$ cat config.mk
export PLATFORM = sky130hd
export DESIGN_NAME = pipe_ctrl_flat
export DESIGN_NICKNAME = d
export VERILOG_FILES = /design/src/rtl/pipe_ctrl_pkg.sv /design/src/rtl/pipe_ctrl_if.sv /design/src/rtl/pipe_perf_cnt.sv /design/src/rtl/pipe_ctrl.sv /design/src/flat_wrapper.sv
export SDC_FILE = /design/constraint.sdc
export NUM_CORES = 1
export LEC_CHECK = 0
export CAP_MARGIN = 5
export CORE_AREA = 10 10 96 73
export CTS_CLUSTER_DIAMETER = 150
export DETAILED_ROUTE_END_ITERATION = 6
export DIE_AREA = 0 0 106 83
export GPL_TIMING_DRIVEN = 0
export PLACE_DENSITY = 0.76
export RECOVER_POWER = 100
export SYNTH_ARGS = -nofsm -noshare
export SYNTH_HDL_FRONTEND = slang
export SYNTH_SLANG_ARGS = --single-unit
$ cat constraint.sdc
create_clock -name clk -period 1.45 [get_ports clk]
set_clock_uncertainty 0.2 [all_clocks]
set_input_delay 0.145 -clock clk [delete_from_list [all_inputs] [get_ports clk]]
set_output_delay 0.145 -clock clk [all_outputs]
set_load 0.005 [all_outputs]
$ cat src/rtl/pipe_ctrl_pkg.sv
// Shared constants for the Y86 pipeline control unit: instruction codes,
// register/status encodings and the control FSM state type.
package pipe_ctrl_pkg;

    localparam int NIBBLE = 4;
    typedef logic [NIBBLE-1:0] nibble_t;

    // Instruction codes
    localparam nibble_t INOP    = 4'h1;
    localparam nibble_t IMRMOVL = 4'h5;
    localparam nibble_t IJXX    = 4'h7;
    localparam nibble_t IRET    = 4'h9;
    localparam nibble_t IPOPL   = 4'hB;

    // Register ids
    localparam nibble_t REAX  = 4'h0;
    localparam nibble_t RESP  = 4'h4;
    localparam nibble_t RNONE = 4'hF;

    // Status codes
    localparam nibble_t SAOK = 4'h1;
    localparam nibble_t SADR = 4'h2;
    localparam nibble_t SINS = 4'h3;
    localparam nibble_t SHLT = 4'h4;

    // Control FSM encodings
    typedef enum logic {
        PC_RUN  = 1'b0,
        PC_HALT = 1'b1
    } pc_state_t;

    // True for instructions whose destination value only appears after M
    function automatic logic is_load(input nibble_t icode);
        return (icode == IMRMOVL) || (icode == IPOPL);
    endfunction

endpackage

$ cat src/rtl/pipe_ctrl_if.sv
// Hazard inputs from the pipeline and stall/bubble controls back to it.
// master: pipeline side, slave: pipe_ctrl.
interface pipe_ctrl_if #(
    parameter int PERF_W = 32
);
    import pipe_ctrl_pkg::*;

    nibble_t            D_icode_i;
    nibble_t            d_srcA_i;
    nibble_t            d_srcB_i;
    nibble_t            E_icode_i;
    nibble_t            E_dstM_i;
    logic               e_Cnd_i;
    nibble_t            m_stat_i;
    nibble_t            W_stat_i;

    logic               F_stall_o;
    logic               D_stall_o;
    logic               D_bubble_o;
    logic               E_bubble_o;
    logic               M_bubble_o;
    logic               W_stall_o;
    logic               halted_o;
    nibble_t            stat_o;
    logic [PERF_W-1:0]  perf_cyc_o;
    logic [PERF_W-1:0]  perf_stall_o;
    logic [PERF_W-1:0]  perf_bubble_o;

    modport master (
        output D_icode_i, d_srcA_i, d_srcB_i, E_icode_i, E_dstM_i, e_Cnd_i,
               m_stat_i, W_stat_i,
        input  F_stall_o, D_stall_o, D_bubble_o, E_bubble_o, M_bubble_o,
               W_stall_o, halted_o, stat_o, perf_cyc_o, perf_stall_o,
               perf_bubble_o
    );

    modport slave (
        input  D_icode_i, d_srcA_i, d_srcB_i, E_icode_i, E_dstM_i, e_Cnd_i,
               m_stat_i, W_stat_i,
        output F_stall_o, D_stall_o, D_bubble_o, E_bubble_o, M_bubble_o,
               W_stall_o, halted_o, stat_o, perf_cyc_o, perf_stall_o,
               perf_bubble_o
    );

endinterface

$ cat src/rtl/pipe_perf_cnt.sv
// Saturating event counter with enable; sticks at all-ones.
module pipe_perf_cnt #(
    parameter int W = 32
) (
    input  logic         clk,
    input  logic         rst,
    input  logic         en,
    output logic [W-1:0] cnt
);

    logic [W-1:0] cnt_reg;

    // Count enabled cycles, holding once every bit is set
    always_ff @(posedge clk or posedge rst) begin
        if (rst)
            cnt_reg <= '0;
        else if (en && !(&cnt_reg))
            cnt_reg <= cnt_reg + W'(1);
    end

    assign cnt = cnt_reg;

endmodule

$ cat src/rtl/pipe_ctrl.sv
// Pipeline control for the five-stage Y86 core: stall/bubble generation for
// load/use, ret, mispredicted jumps and exception halt.
// Optional performance counters are built when PIPE_CTRL_PERF_EN is defined.
module pipe_ctrl
    import pipe_ctrl_pkg::*;
#(
    parameter int RET_WAIT = 3,
    parameter int PERF_W   = 32
) (
    input  logic         clk,
    input  logic         rst,
    pipe_ctrl_if.slave   pif
);

    localparam int CNT_W = $clog2(RET_WAIT) + 1;
    localparam logic [CNT_W-1:0] RET_LOAD = CNT_W'(RET_WAIT - 1);

    pc_state_t        state_reg, state_next;
    logic [CNT_W-1:0] ret_cnt_reg, ret_cnt_next;
    nibble_t          stat_reg, stat_next;

    logic lu, mis, ret_d, rp, exc_m, exc_w;
    logic f_stall, d_stall, d_bubble, e_bubble, m_bubble, w_stall, halted;

    // Hazard terms that forwarding cannot resolve
    always_comb begin
        lu    = is_load(pif.E_icode_i) && (pif.E_dstM_i != RNONE) &&
                ((pif.E_dstM_i == pif.d_srcA_i) || (pif.E_dstM_i == pif.d_srcB_i));
        mis   = (pif.E_icode_i == IJXX) && !pif.e_Cnd_i;
        ret_d = (pif.D_icode_i == IRET);
        rp    = ret_d || (ret_cnt_reg != '0);
        exc_m = (pif.m_stat_i != SAOK);
        exc_w = (pif.W_stat_i != SAOK);
    end

    // State, ret counter and latched status registers
    always_ff @(posedge clk or posedge rst) begin
        if (rst) begin
            state_reg   <= PC_RUN;
            ret_cnt_reg <= '0;
            stat_reg    <= SAOK;
        end else begin
            state_reg   <= state_next;
            ret_cnt_reg <= ret_cnt_next;
            stat_reg    <= stat_next;
        end
    end

    // Next state and pipeline controls; reset forces a flush pattern
    always_comb begin
        state_next   = state_reg;
        ret_cnt_next = ret_cnt_reg;
        stat_next    = stat_reg;
        f_stall      = 1'b0;
        d_stall      = 1'b0;
        d_bubble     = 1'b0;
        e_bubble     = 1'b0;
        m_bubble     = 1'b0;
        w_stall      = 1'b0;
        halted       = 1'b0;
        if (rst) begin
            d_bubble = 1'b1;
            e_bubble = 1'b1;
            m_bubble = 1'b1;
        end else begin
            case (state_reg)
                PC_RUN: begin
                    f_stall  = lu || rp;
                    d_stall  = lu;
                    d_bubble = mis || (rp && !lu);
                    e_bubble = mis || lu;
                    m_bubble = exc_m || exc_w;
                    w_stall  = exc_w;
                    // A ret squashed by a mispredict or held by load/use does not start the wait
                    if (ret_d && !lu && !mis && ret_cnt_reg == '0)
                        ret_cnt_next = RET_LOAD;
                    else if (ret_cnt_reg != '0)
                        ret_cnt_next = ret_cnt_reg - CNT_W'(1);
                    if (exc_w) begin
                        state_next = PC_HALT;
                        stat_next  = pif.W_stat_i;
                    end
                end
                default: begin
                    f_stall  = 1'b1;
                    d_stall  = 1'b1;
                    e_bubble = 1'b1;
                    m_bubble = 1'b1;
                    w_stall  = 1'b1;
                    halted   = 1'b1;
                end
            endcase
        end
    end

    assign pif.F_stall_o  = f_stall;
    assign pif.D_stall_o  = d_stall;
    assign pif.D_bubble_o = d_bubble;
    assign pif.E_bubble_o = e_bubble;
    assign pif.M_bubble_o = m_bubble;
    assign pif.W_stall_o  = w_stall;
    assign pif.halted_o   = halted;
    assign pif.stat_o     = stat_reg;

`ifdef PIPE_CTRL_PERF_EN
    logic [2:0]        perf_en;
    logic [PERF_W-1:0] perf_val [3];

    // Counters run only while the core is not halted
    always_comb begin
        perf_en[0] = (state_reg == PC_RUN);
        perf_en[1] = (state_reg == PC_RUN) && f_stall;
        perf_en[2] = (state_reg == PC_RUN) && (d_bubble || e_bubble);
    end

    for (genvar gi = 0; gi < 3; gi++) begin : g_perf
        pipe_perf_cnt #(.W(PERF_W)) u_cnt (
            .clk (clk),
            .rst (rst),
            .en  (perf_en[gi]),
            .cnt (perf_val[gi])
        );
    end

    assign pif.perf_cyc_o    = perf_val[0];
    assign pif.perf_stall_o  = perf_val[1];
    assign pif.perf_bubble_o = perf_val[2];
`else
    assign pif.perf_cyc_o    = '0;
    assign pif.perf_stall_o  = '0;
    assign pif.perf_bubble_o = '0;
`endif

endmodule

$ cat src/flat_wrapper.sv
// flat-port wrapper written by rule: the top's interface ports become plain ports
module pipe_ctrl_flat import pipe_ctrl_pkg::*;
#(
    parameter int RET_WAIT = 3,
    parameter int PERF_W   = 32
)
  (clk, rst, pif_D_icode_i, pif_d_srcA_i, pif_d_srcB_i, pif_E_icode_i, pif_E_dstM_i, pif_e_Cnd_i, pif_m_stat_i, pif_W_stat_i, pif_F_stall_o, pif_D_stall_o, pif_D_bubble_o, pif_E_bubble_o, pif_M_bubble_o, pif_W_stall_o, pif_halted_o, pif_stat_o, pif_perf_cyc_o, pif_perf_stall_o, pif_perf_bubble_o);
  pipe_ctrl_if #(.PERF_W(PERF_W)) pif_i ();
  input  logic clk;
  input  logic rst;
  input wire logic [$bits(pif_i.D_icode_i)-1:0] pif_D_icode_i;
  input wire logic [$bits(pif_i.d_srcA_i)-1:0] pif_d_srcA_i;
  input wire logic [$bits(pif_i.d_srcB_i)-1:0] pif_d_srcB_i;
  input wire logic [$bits(pif_i.E_icode_i)-1:0] pif_E_icode_i;
  input wire logic [$bits(pif_i.E_dstM_i)-1:0] pif_E_dstM_i;
  input wire logic [$bits(pif_i.e_Cnd_i)-1:0] pif_e_Cnd_i;
  input wire logic [$bits(pif_i.m_stat_i)-1:0] pif_m_stat_i;
  input wire logic [$bits(pif_i.W_stat_i)-1:0] pif_W_stat_i;
  output wire logic [$bits(pif_i.F_stall_o)-1:0] pif_F_stall_o;
  output wire logic [$bits(pif_i.D_stall_o)-1:0] pif_D_stall_o;
  output wire logic [$bits(pif_i.D_bubble_o)-1:0] pif_D_bubble_o;
  output wire logic [$bits(pif_i.E_bubble_o)-1:0] pif_E_bubble_o;
  output wire logic [$bits(pif_i.M_bubble_o)-1:0] pif_M_bubble_o;
  output wire logic [$bits(pif_i.W_stall_o)-1:0] pif_W_stall_o;
  output wire logic [$bits(pif_i.halted_o)-1:0] pif_halted_o;
  output wire logic [$bits(pif_i.stat_o)-1:0] pif_stat_o;
  output wire logic [$bits(pif_i.perf_cyc_o)-1:0] pif_perf_cyc_o;
  output wire logic [$bits(pif_i.perf_stall_o)-1:0] pif_perf_stall_o;
  output wire logic [$bits(pif_i.perf_bubble_o)-1:0] pif_perf_bubble_o;
  assign pif_i.D_icode_i = pif_D_icode_i;
  assign pif_i.d_srcA_i = pif_d_srcA_i;
  assign pif_i.d_srcB_i = pif_d_srcB_i;
  assign pif_i.E_icode_i = pif_E_icode_i;
  assign pif_i.E_dstM_i = pif_E_dstM_i;
  assign pif_i.e_Cnd_i = pif_e_Cnd_i;
  assign pif_i.m_stat_i = pif_m_stat_i;
  assign pif_i.W_stat_i = pif_W_stat_i;
  assign pif_F_stall_o = pif_i.F_stall_o;
  assign pif_D_stall_o = pif_i.D_stall_o;
  assign pif_D_bubble_o = pif_i.D_bubble_o;
  assign pif_E_bubble_o = pif_i.E_bubble_o;
  assign pif_M_bubble_o = pif_i.M_bubble_o;
  assign pif_W_stall_o = pif_i.W_stall_o;
  assign pif_halted_o = pif_i.halted_o;
  assign pif_stat_o = pif_i.stat_o;
  assign pif_perf_cyc_o = pif_i.perf_cyc_o;
  assign pif_perf_stall_o = pif_i.perf_stall_o;
  assign pif_perf_bubble_o = pif_i.perf_bubble_o;
  pipe_ctrl #(.RET_WAIT(RET_WAIT), .PERF_W(PERF_W)) u_core (.clk(clk), .rst(rst), .pif(pif_i));
endmodule
# [After elaboration in Yosys (flattened, before gate mapping)]
# Index checks and enable logic that the tools add are counted.
[word_totals] register_bits=8 latch_bits=0 ramBits=0 mem_bits_ro=0 inputBits=31 output_inout_bits=107 wordCells=55 n_memories=0
[classes] n_addsub=1 multipliers=0 div=0 magnitude_cmp=0 eq_ne=9 n_shift=0 n_mux=18 bitwise=2 n_reduce_logical=22
[ops] cell="two-way mux 1 bit" count=16
[ops] cell="== test 4 x 3 -> 1 bit, second input constant" count=2
[ops] cell="== test 4 bit" count=2
[ops] cell="== test 4 bit, second input constant" count=2
[ops] cell="!= test 4 x 1 -> 1 bit, second input constant" count=2
[ops] cell="logical AND 1 bit" count=7
[ops] cell="logical OR 1 bit" count=7
[ops] cell="two-way mux 3 bit" count=2
[ops] cell="AND reduction 3 bit" count=2
[ops] cell="!= test 4 bit, second input constant" count=1
[ops] cell="logical NOT 1 bit" count=3
[ops] cell="logical NOT 3 bit" count=1
[ops] cell="nonzero test 3 bit" count=1
[ops] cell="subtractor 3 x 1 -> 3 bit, second input constant" count=1
[ops] cell="NOT 1 bit" count=2
[ops] cell="nonzero test 2 bit" count=1

# [Longest topological paths before layout]
# Gate-level depths: netlist of run 1.
[logic_depth] ltp_word=10 depth_mapped=7 depth_no_buf=7

# [Worst setup path after synthesis of run 1]
# OpenSTA, ideal clock, no wires.
[synth_path] path_kind="input to output" from="input pif_E_dstM_i[1]" to="output pif_D_bubble_o" t_arrival_ns=1.226 required_ns=1.105 slack_ns=-0.121 cell_stages=5 path_buffers=0 path_cell_list="xor2_1 nor4_2 o2111a_2 a211oi_1 or3_1"
[synth_via] elab_chain_cells=8 elab_cells_between_ends=11 classes_between="eq/ne: 3; mux: 2; reduce/logical: 6"
[synth_rtl] item="from (decl)" line_no="flat_wrapper.sv:15" rtl="input wire logic [$bits(pif_i.E_dstM_i)-1:0] pif_E_dstM_i;"
[synth_rtl] item="!= test 4 bit or == test 4 bit (tied branches)" line_no="pipe_ctrl.sv:27, pipe_ctrl.sv:28"
[synth_rtl] item="logical AND 1 bit or logical OR 1 bit (tied branches)" line_no="pipe_ctrl.sv:27, pipe_ctrl.sv:28"
[synth_rtl] item="logical AND 1 bit (*)" line_no="pipe_ctrl.sv:27" rtl="lu = is_load(pif.E_icode_i) && (pif.E_dstM_i != RNONE) &&"
[synth_rtl] item="logical NOT 1 bit (*)" line_no="pipe_ctrl.sv:70" rtl="d_bubble = mis || (rp && !lu);"
[synth_rtl] item="logical AND 1 bit (*)" line_no="pipe_ctrl.sv:70"
[synth_rtl] item="logical OR 1 bit (*)" line_no="pipe_ctrl.sv:70"
[synth_rtl] item="two-way mux 1 bit (*)" line_no="pipe_ctrl.sv:66" rtl="case (state_reg)"
[synth_rtl] item="two-way mux 1 bit (*)" line_no="pipe_ctrl.sv:61" rtl="if (rst) begin"
[synth_rtl] item="to (decl)" line_no="flat_wrapper.sv:21" rtl="output wire logic [$bits(pif_i.D_bubble_o)-1:0] pif_D_bubble_o;"
# Every way passes the cells marked *; elsewhere a longest branch is shown, timed or not.

# [Worst setup path after layout of run 1]
[layout_path] from="register u_core.ret_cnt_reg[1]" to="output pif_D_bubble_o"
[layout_via] elab_chain_cells=6
[layout_rtl] item="from (decl)" line_no="pipe_ctrl.sv:19" rtl="logic [CNT_W-1:0] ret_cnt_reg, ret_cnt_next;"
[layout_rtl] item="from (signal assigned)" line_no="pipe_ctrl.sv:44" rtl="ret_cnt_reg <= ret_cnt_next;"
[layout_rtl] item="nonzero test 3 bit" line_no="pipe_ctrl.sv:31" rtl="rp = ret_d || (ret_cnt_reg != '0);"
[layout_rtl] item="logical OR 1 bit" line_no="pipe_ctrl.sv:31"
[layout_rtl] item="logical AND 1 bit" line_no="pipe_ctrl.sv:70"
[layout_rtl] item="logical OR 1 bit" line_no="pipe_ctrl.sv:70"
[layout_rtl] item="two-way mux 1 bit" line_no="pipe_ctrl.sv:66"
[layout_rtl] item="two-way mux 1 bit" line_no="pipe_ctrl.sv:61"
# No other way between the ends.

==> results of run 1 <==
[metrics by stage]
step                instances  hold WS, ns  worst slack, ns  total power (uW)
floorplan                 261      -0.0266          -0.0769               532
global placement          373       0.0691            -1.16               654
detailed placement        373       0.0652            -1.12               659
CTS                       391        0.121           -0.403               939
global route              394       0.0809           -0.465              1030
finish                    394       0.0634           -0.376               966
[cell families after synthesis]
family	count (synthesis)	synth area share, %
buf+inv	105	57.6
simple gates	29	11.7
compound gates	11	6.21
xor+xnor	8	5.35
flops	8	15.4
fa+ha+maj	2	1.91
mux	2	1.53
other cells	1	0.286
[synthesized netlist by cell type (all sizes together)]
cell and number:
inv 8, nand4 1, mux2i 2, a31oi 1, buf 96, o311ai 1, clkbuf 1, nor4 3
ha 2, dfstp 1, o22ai 1, nor4b 2, nor3 2, nand2 11, o21ai 2, nor2 5
or3 1, nand2b 2, o2111a 1, conb 1, a211oi 1, xor2 8, o31ai 2, or4bb 1
nand3 1, a21oi 2, dfrtp 7
[critical path: stages, from the launching register on]
cell and delay [ns]:
sky130_fd_sc_hd__dfrtp_1 0.37, sky130_fd_sc_hd__inv_2 0.09, sky130_fd_sc_hd__ha_4 0.15, sky130_fd_sc_hd__ha_4 0.14, sky130_fd_sc_hd__a211oi_2 0.06, sky130_fd_sc_hd__or3_1 0.31, sky130_fd_sc_hd__buf_2 0.14
[power groups by stage]
| stage | Clock, uW | Sequential [uW] | Combinational (uW) |
|---|---|---|---|
| CTS | 283 | 239 | 418 |
| finish | 280 | 239 | 447 |
| global placement | 0 | 241 | 413 |
| global route | 298 | 240 | 496 |
| floorplan | 0 | 242 | 291 |
| detailed placement | 0 | 242 | 417 |
[final cells by class]
type	instances	area (um2)	area share [%]
timing repair buffer	57	472	19.7
tap	72	90.1	3.76
sequential	8	203	8.45
clock buffer	4	45.0	1.88
buffer	97	724	30.2
multi-input combinational	148	832	34.7
inverter	8	32.5	1.36
[routing by layer]
metal  share of wire, %  routed length [um]
met5                  0                   0
met1                 28                1320
met4                1.1                  53
met3                8.3                 386
met2                 62                2900
[how the worst min path moves through the flow]
stage                         start                           endpoint  slack, ns  depth (start not counted)
global route        pif_W_stat_i[3]   u_core.pif.stat_o[3]$_DFFE_PP0P_       0.08                          3
global placement                rst  u_core.ret_cnt_reg[1]$_DFFE_PP0P_       0.07                          2
CTS                 pif_W_stat_i[2]   u_core.pif.stat_o[2]$_DFFE_PP0P_       0.12                          3
detailed placement              rst       u_core.state_reg$_DFFE_PP0N_       0.07                          2
finish              pif_W_stat_i[2]   u_core.pif.stat_o[2]$_DFFE_PP0P_       0.06                          3
floorplan                       rst   u_core.pif.stat_o[1]$_DFFE_PP0P_      -0.03                          2
[repair_timing]
item / in CTS / in global routing
buffers inserted: 14 / 5
gates resized for setup: 112 / 15
endpoints found under the setup margin: 16 / 11
hold buffers: 1 / 0
endpoints found under the hold margin: 7 / 0
pin swaps: 22 / 7
==> summary.txt, run 1 <==
status: finished, violations left
violations in the final reports: setup timing
launch point of the worst path: u_core.ret_cnt_reg[1]$_DFFE_PP0P_
post-layout worst setup margin: -0.376 ns
Synth area leaders: sky130_fd_sc_hd__buf_4, sky130_fd_sc_hd__dfrtp_1, sky130_fd_sc_hd__xor2_1, sky130_fd_sc_hd__nand2_1, sky130_fd_sc_hd__inv_1
largest fanout of any net on the critical path: 2
post-synth top area share: 55.0%
cell depth of the worst flop-to-flop path: 8
internal power: 689 uW
per-instance average area after synthesis: 7.89 um2
count of cell types in the netlist: 29
max FFs per register: 4
Via density: 3.13
setup repair after global routing missed its margin: true
maximum level of the CTS H-tree: 1
CTS tree: yes
synth warn: 0
Die Ht: 83 um
kind of capture point of the worst setup path: output port
global routing's busiest layer: met2
most frequent standard cell in the layout excluding fill and tap cells: sky130_fd_sc_hd__buf_4
layout cells sized above 1: 48.8%
vias after detailed routing: 1232
CTS Buf Count: 3
number of clock sinks: 8
cell area after placement: 2160 um2
RR Endpoint: u_core.ret_cnt_reg[1]$_DFFE_PP0P_
met1 global-route usage: 7.18%
Setup violations, final: 8
met3 Usage GRT: 3.78%
final total negative setup slack: -1.86 ns
type of the worst setup path: reg2out
Maximum Capacitance Violations: 0
IO Pins: 138
combinational group share of total power: 46.2%
total wirelength of the detailed-routed design: 4.66 mm
Max Root-Sink Buffers: 2
worst reg2reg setup slack: -0.26 ns
total power density per cell area: 403 nW/um2
maximum number of pins on one net before global-route repair: 11
static leakage power: 0.00140 uW
cell accounting for the most synthesized area: sky130_fd_sc_hd__buf_4
overall routing resource usage: 9.76%
net switching component of the power: 277 uW
starting utilization of the core area: 25.6%
insertion delay of the later-clocked pin in the worst-skew pair: 0.23 ns
highest achievable clock rate: 548 MHz
residual antenna-violating net count after detailed routing: 0
Slew Limit Fails: 0
Worst setup SP type: register
Layout Nets: 356
placement row count: 22
most frequent cells in the layout: sky130_fd_sc_hd__buf_4, sky130_fd_sc_hd__conb_1, sky130_fd_sc_hd__dlygate4sd2_1
arrival time of data at the critical path endpoint: 1.48 ns
register area share after synthesis: 15.4%
flip-flop and latch count after synthesis: 8
root buffer cell: sky130_fd_sc_hd__clkbuf_8
total count of hold-check failures in the final report: 0
Residual DRC: 0
wire length of the first global-routing pass: 7.02 mm
crit share post-route: 126%
clock share of power: 29.0%
filler instances: 489
share of power burned in registers: 24.7%
destination of the critical timing path: pif_D_bubble_o
detailed placer's ending HPWL: 3.88 mm
synthesized instance count: 166
global-route track usage on met2: 21.4%
worst vdd ir: 0.175 mV
Area growth, synth to finish: 83.1%
final design area excluding fillers: 2400 um2
number of search-and-repair iterations in the first detailed-routing pass: 4
post-route minimum period: 1.83 ns
clock transition at the registers of the reported paths: 0.04 ns
required time at the endpoint of the critical path: 1.11 ns
width of the chip: 106 um
fin util: 46.8%
1st-iter DRT viols: 38
Core Footprint: 5120 um2
Antenna Diode Count: 0
kind of path behind the tightest hold check: in2reg
post-synthesis instance area: 1310 um2
average wire per cell in the routed design: 11.8 um
GPL Wtd Cong: 0.705
count of buffers inserted at the top-level ports: 40
remaining global-route overflow: 0
antenna violations before repair: 0
Die Footprint: 8800 um2
via count of the first global-routing pass: 1357
net switching share of the total power: 28.7%
source of the worst register-to-register timing path: u_core.ret_cnt_reg[0]$_DFFE_PP0P_
No activity file was read; power rests on OpenSTA's default activity.
==> run 2, diff against run 1 <==
--- a/config.mk
+++ b/config.mk
@@ -6,12 +6,13 @@
 export NUM_CORES = 1
 export LEC_CHECK = 0
 export CAP_MARGIN = 5
-export CORE_AREA = 10 10 96 73
+export CORE_AREA = 10 10 95 72
+export CTS_BUF_LIST = sky130_fd_sc_hd__clkbuf_4
 export CTS_CLUSTER_DIAMETER = 150
 export DETAILED_ROUTE_END_ITERATION = 6
-export DIE_AREA = 0 0 106 83
+export DIE_AREA = 0 0 105 82
 export GPL_TIMING_DRIVEN = 0
-export PLACE_DENSITY = 0.76
+export PLACE_DENSITY = 0.78
 export RECOVER_POWER = 100
 export SYNTH_ARGS = -nofsm -noshare
 export SYNTH_HDL_FRONTEND = slang
==> constraint.sdc (replaced) <==
create_clock -name clk -period 1.6 [get_ports clk]
set_clock_uncertainty 0.2 [all_clocks]
set_input_delay 0.16 -clock clk [delete_from_list [all_inputs] [get_ports clk]]
set_output_delay 0.16 -clock clk [all_outputs]
set_load 0.005 [all_outputs]
==> summary.txt, run 2 (synthesis results as in run 1) <==
Maximum Capacitance Violations: 0 (unchanged)
vias after detailed routing: 1276 (+3.6%)
Layout Nets: 356 (unchanged)
clock transition at the registers of the reported paths: 0.06 ns (+0.02 ns)
via count of the first global-routing pass: 1364 (+0.52%)
worst vdd ir: 0.121 mV (-31%)
Slew HR: 61.6%
antenna violations before repair: 0 (unchanged)
violations in the final reports: setup timing
Slew Limit Fails: 0 (unchanged)
fin util: 46.7% (-0.18 points)
maximum level of the CTS H-tree: 1 (unchanged)
kind of path behind the tightest hold check: in2reg
detailed-routed wire length on met2: 2.90 mm (-0.14%)
required time at the endpoint of the critical path: 1.24 ns (+0.13 ns)
crit share post-route: 123%
highest routed metal layer: met4
cell area after placement: 2160 um2 (-0.23%)
RR Endpoint: u_core.ret_cnt_reg[1]$_DFFE_PP0P_
starting utilization of the core area: 25.9% (+0.28 points)
largest fanout of any net on the critical path: 3 (+1)
post-layout worst setup margin: -0.362 ns (+0.0139 ns)
source of the worst register-to-register timing path: u_core.ret_cnt_reg[0]$_DFFE_PP0P_
footprint of the multi-input gates: 822 um2 (-1.2%)
number of clock sinks: 8 (unchanged)
Residual DRC: 0 (unchanged)
hold path depth: 3 (unchanged)
insertion delay of the later-clocked pin in the worst-skew pair: 0.26 ns (+0.03 ns)
Placed Cells incl. Taps: 373 (unchanged)
kind of capture point of the worst setup path: output port
post-route minimum period: 1.96 ns
Design Power: 808 uW (-16%)
final total negative setup slack: -1.72 ns (+0.135 ns)
remaining global-route overflow: 0 (unchanged)
destination of the critical timing path: pif_D_bubble_o
Via density: 3.24 (+3.6%)
placement row count: 22 (unchanged)
average wire per cell in the routed design: 11.6 um (-1.5%)
Antenna Diode Count: 0 (unchanged)
width of the chip: 105 um (-0.94%)
most frequent cells in the layout: sky130_fd_sc_hd__buf_4, sky130_fd_sc_hd__conb_1, sky130_fd_sc_hd__buf_2
routed wire length on met3: 334 um (-13%)
CTS tree: yes
Worst setup SP type: register
filler instances: 494 (+1.0%)
Die Ht: 82 um (-1.2%)
final design area excluding fillers: 2360 um2 (-1.5%)
Max Root-Sink Buffers: 2 (unchanged)
count of buffers inserted at the top-level ports: 40 (unchanged)
Area growth, synth to finish: 80.4%
total power density per cell area: 342 nW/um2 (-15%)
arrival time of data at the critical path endpoint: 1.60 ns (+0.12 ns)
layout cells sized above 1: 46.0% (-2.8 points)
total count of hold-check failures in the final report: 0 (unchanged)
residual antenna-violating net count after detailed routing: 0 (unchanged)
IO Pins: 138 (unchanged)
number of search-and-repair iterations in the first detailed-routing pass: 4 (unchanged)
met1 wire length: 1.31 mm (-0.61%)
most frequent standard cell in the layout excluding fill and tap cells: sky130_fd_sc_hd__buf_4
maximum number of pins on one net before global-route repair: 11 (unchanged)
GPL Wtd Cong: 0.691 (-2.0%)
overall routing resource usage: 9.42% (-0.34 points)
Core Footprint: 5060 um2 (-1.1%)
flip-flop and latch area: 201 um2 (-0.62%)
Die Footprint: 8610 um2 (-2.1%)
wire length of the first global-routing pass: 6.55 mm (-6.7%)
highest achievable clock rate: 510 MHz
root buffer cell: sky130_fd_sc_hd__clkbuf_4
max FFs per register: 4 (unchanged)
Slew @ Worst Pin: 0.576 ns
launch point of the worst path: u_core.ret_cnt_reg[0]$_DFFE_PP0P_
CTS Buf Count: 3 (unchanged)
worst reg2reg setup slack: -0.14 ns (+0.12 ns)
1st-iter DRT viols: 43 (+13%)
Setup violations, final: 9 (+1)
setup repair after global routing missed its margin: true
fin cells: 394 (unchanged)
status: finished, violations left
cell depth of the worst flop-to-flop path: 7 (-1)
detailed placer's ending HPWL: 3.82 mm (-1.5%)
total wirelength of the detailed-routed design: 4.59 mm (-1.5%)
static leakage power: 0.00139 uW (-0.47%)
type of the worst setup path: reg2out
run 2: cell count changes in the layout (fill, tap and decap cells not counted), moves of 2 or more:
cell,before,now
sky130_fd_sc_hd__inv_1,4,8
sky130_fd_sc_hd__clkbuf_1,3,1
sky130_fd_sc_hd__inv_2,3,0
sky130_fd_sc_hd__dlygate4sd2_1,13,11
sky130_fd_sc_hd__clkbuf_4,0,4
sky130_fd_sc_hd__buf_2,11,13
sky130_fd_sc_hd__clkdlybuf4s50_1,6,12
sky130_fd_sc_hd__clkbuf_8,3,0
sky130_fd_sc_hd__buf_6,9,5
run 2: where the power goes:
part	leakage (uW)	total, uW	switching, uW	internal (uW)
combinational	0.00128	402	163	239
clock	0.0000184	190	76.9	113
sequential	0.0000900	216	4.83	211
total	0.00139	808	245	563
run 2: worst min-delay path by stage:
stage	startpoint	endpoint	slack, ns
2_1_floorplan	rst	u_core.pif.stat_o[1]$_DFFE_PP0P_	-0.02
3_3_place_gp	rst	u_core.state_reg$_DFFE_PP0N_	0.07
3_5_place_dp	rst	u_core.pif.stat_o[3]$_DFFE_PP0P_	0.09
4_1_cts	pif_W_stat_i[3]	u_core.pif.stat_o[3]$_DFFE_PP0P_	0.09
5_1_grt	pif_W_stat_i[1]	u_core.pif.stat_o[1]$_DFFE_PP0P_	0.08
6_report	pif_W_stat_i[3]	u_core.pif.stat_o[3]$_DFFE_PP0P_	0.05
run 2: final cells by class:
| type | instances | share of cell area (%) |
|---|---|---|
| Tap cell | 72 | 3.81 |
| Clock buffer | 4 | 1.27 |
| Sequential cell | 8 | 8.52 |
| Timing Repair Buffer | 57 | 19.7 |
| Multi-Input combinational cell | 148 | 34.8 |
| Inverter | 8 | 1.27 |
| Buffer | 97 | 30.7 |
run 2: worst max-delay path: stages (launching register included):
cell	delay, ns
sky130_fd_sc_hd__dfrtp_1	0.39
sky130_fd_sc_hd__inv_1	0.07
sky130_fd_sc_hd__ha_2	0.19
sky130_fd_sc_hd__ha_4	0.15
sky130_fd_sc_hd__a211oi_2	0.06
sky130_fd_sc_hd__or3_1	0.32
sky130_fd_sc_hd__buf_2	0.15
run 2: timing repair:
action | in CTS | in global routing
pin swaps | 20 | 4
gates resized for setup | 96 | 6
hold buffers | 1 | 0
buffers inserted | 14 | 2
setup endpoints to repair | 11 | 8
endpoints found under the hold margin | 7 | 0
run 2: stage by stage:
stage	hold slack (ns)	setup WS, ns
2_1_floorplan	-0.0240	0.0372
3_3_place_gp	0.0731	-1.00
3_5_place_dp	0.0937	-1.03
4_1_cts	0.0882	-0.373
5_1_grt	0.0767	-0.410
6_report	0.0531	-0.362
run 2: per-layer routing:
| metal | up-vias | track usage [%] |
|---|---|---|
| met2 | 48 | 21.1 |
| met5 | - | 0 |
| li1 | 651 | - |
| met4 | 0 | 2.87 |
| met1 | 573 | 6.96 |
| met3 | 4 | 4.14 |
==> run 3, diff against run 2 <==
--- a/config.mk
+++ b/config.mk
@@ -14,6 +14,7 @@
 export GPL_TIMING_DRIVEN = 0
 export PLACE_DENSITY = 0.78
 export RECOVER_POWER = 100
+export SKIP_CTS_REPAIR_TIMING = 1
 export SYNTH_ARGS = -nofsm -noshare
 export SYNTH_HDL_FRONTEND = slang
 export SYNTH_SLANG_ARGS = --single-unit
==> summary.txt, run 3 (synthesis results as in run 1) <==
detailed placer's ending HPWL: 3.82 mm (unchanged)
number of clock sinks: 8 (unchanged)
Core Footprint: 5060 um2 (unchanged)
cell area after placement: 2160 um2 (unchanged)
highest achievable clock rate: 503 MHz (-1.3%)
Hold Slack: -0.0578 ns (-0.111 ns)
filler instances: 490 (-0.81%)
worst path cell trace: inv_1 -> ha_2 -> ha_4 -> a211oi_2 -> or3_1 -> buf_2
family with the most delay on the worst path: flip-flops
Antenna Diode Count: 0 (unchanged)
worst vdd ir: 0.121 mV (-0.12%)
placement row count: 22 (unchanged)
IO Pins: 138 (unchanged)
Layout Nets: 349 (-2.0%)
slowest stage cell on the critical path: sky130_fd_sc_hd__dfrtp_1
maximum number of pins on one net before global-route repair: 11 (unchanged)
1st-iter DRT viols: 44 (+2.3%)
Max Root-Sink Buffers: 2 (unchanged)
setup repair after global routing missed its margin: true
Area growth, synth to finish: 79.5%
fin util: 46.4% (-0.25 points)
Design Power: 809 uW (+0.19%)
Setup violations, final: 9 (unchanged)
GPL Wtd Cong: 0.691 (unchanged)
antenna violations before repair: 0 (unchanged)
Slew Limit Fails: 0 (unchanged)
arrival time of data at the critical path endpoint: 1.63 ns (+0.03 ns)
overall routing resource usage: 8.51% (-0.91 points)
Maximum Capacitance Violations: 0 (unchanged)
status: finished, violations left
width of the chip: 105 um (unchanged)
kind of path behind the tightest hold check: in2reg
kind of capture point of the worst setup path: output port
Crit path buffers/inverters: 2 (unchanged)
wire length of the first global-routing pass: 5.87 mm (-10%)
CTS tree: yes
vias after detailed routing: 1207 (-5.4%)
Via density: 3.12 (-3.7%)
flip-flop and latch area: 201 um2 (unchanged)
root buffer cell: sky130_fd_sc_hd__clkbuf_4
final design area excluding fillers: 2350 um2 (-0.53%)
starting utilization of the core area: 25.9% (unchanged)
residual antenna-violating net count after detailed routing: 0 (unchanged)
required time at the endpoint of the critical path: 1.24 ns (about the same)
Worst setup SP type: register
crit share post-route: 124% (+1.6 points)
count of buffers inserted at the top-level ports: 40 (unchanged)
violations in the final reports: hold timing, setup timing
clock transition at the registers of the reported paths: 0.06 ns (about the same)
CTS Buf Count: 3 (unchanged)
largest fanout of any net on the critical path: 3 (unchanged)
Die Footprint: 8610 um2 (unchanged)
static leakage power: 0.00148 uW (+5.9%)
type of the worst setup path: reg2out
total wirelength of the detailed-routed design: 4.42 mm (-3.6%)
Slew HR: 59.2% (-2.4 points)
number of search-and-repair iterations in the first detailed-routing pass: 4 (unchanged)
layout cells sized above 1: 42.9% (-3.1 points)
most frequent standard cell in the layout excluding fill and tap cells: sky130_fd_sc_hd__buf_4
Residual DRC: 0 (unchanged)
insertion delay of the later-clocked pin in the worst-skew pair: 0.26 ns (about the same)
post-route minimum period: 1.99 ns (+0.0251 ns)
most frequent cells in the layout: sky130_fd_sc_hd__buf_4, sky130_fd_sc_hd__conb_1, sky130_fd_sc_hd__dlymetal6s2s_1
Slew @ Worst Pin: 0.603 ns (+0.0269 ns)
remaining global-route overflow: 0 (unchanged)
via count of the first global-routing pass: 1227 (-10%)
max FFs per register: 4 (unchanged)
post-layout worst setup margin: -0.387 ns (-0.0251 ns)
total power density per cell area: 344 nW/um2 (+0.72%)
CP max stage delay: 0.39 ns (about the same)
Die Ht: 82 um (unchanged)
maximum level of the CTS H-tree: 1 (unchanged)
average wire per cell in the routed design: 11.4 um (-1.9%)
total count of hold-check failures in the final report: 2 (+2)
footprint of the multi-input gates: 791 um2 (-3.8%)
==> run 3: per-layer routing <==
layer  up-vias  GRT usage, %  routed length, um
li1        635             -                  -
met1       524          6.20               1290
met5         -             0                  0
met2        46          18.8               2770
met4         0          2.87                 37
met3         2          4.14                330
==> run 3: worst paths after layout <==
path / to / startpoint / slack, ns / cells after the start
setup / recovery: pif_D_bubble_o / u_core.ret_cnt_reg[0]$_DFFE_PP0P_ / -0.39 / 6
hold / removal: u_core.pif.stat_o[3]$_DFFE_PP0P_ / pif_W_stat_i[3] / -0.06 / 3
setup reg to reg: u_core.ret_cnt_reg[2]$_DFFE_PP0P_ / u_core.state_reg$_DFFE_PP0N_ / -0.11 / 6
hold reg to reg: u_core.pif.stat_o[0]$_DFFE_PP1P_ / u_core.pif.stat_o[0]$_DFFE_PP1P_ / 0.26 / 2
max in group asynchronous: u_core.pif.stat_o[0]$_DFFE_PP1P_ / rst / 0.50 / 3
min in group asynchronous: u_core.pif.stat_o[3]$_DFFE_PP0P_ / rst / 0.40 / 3
==> run 3: report_power, final <==
part	internal (uW)	switching [uW]	leakage (uW)	total, uW
Clock	113	72.2	0.0000184	185
Sequential	211	4.75	0.0000900	216
Combinational	248	161	0.00137	409
==> run 3: cell type report <==
type	instances	share of cell area (%)
clock buffer	4	1.28
inverter	8	1.28
tap	72	3.83
multi-input combinational	148	33.6
sequential	8	8.57
buffer	97	30.8
timing repair buffer	50	20.6
==> run 3: tightest hold or removal path: stages <==
cell and delay [ns]:
sky130_fd_sc_hd__dlymetal6s2s_1 0.10, sky130_fd_sc_hd__nand2_1 0.06, sky130_fd_sc_hd__nand2_1 0.05
==> run 3: per-stage QoR <==
stage	setup TNS [ns]	hold slack [ns]	std cells	worst slack (ns)
2_1_floorplan	0	-0.0240	261	0.0372
3_3_place_gp	-6.81	0.0731	373	-1.00
3_5_place_dp	-7.04	0.0937	373	-1.03
4_1_cts	-5.75	-0.185	377	-1.03
5_1_grt	-2.25	-0.0328	387	-0.432
6_report	-1.33	-0.0578	387	-0.387
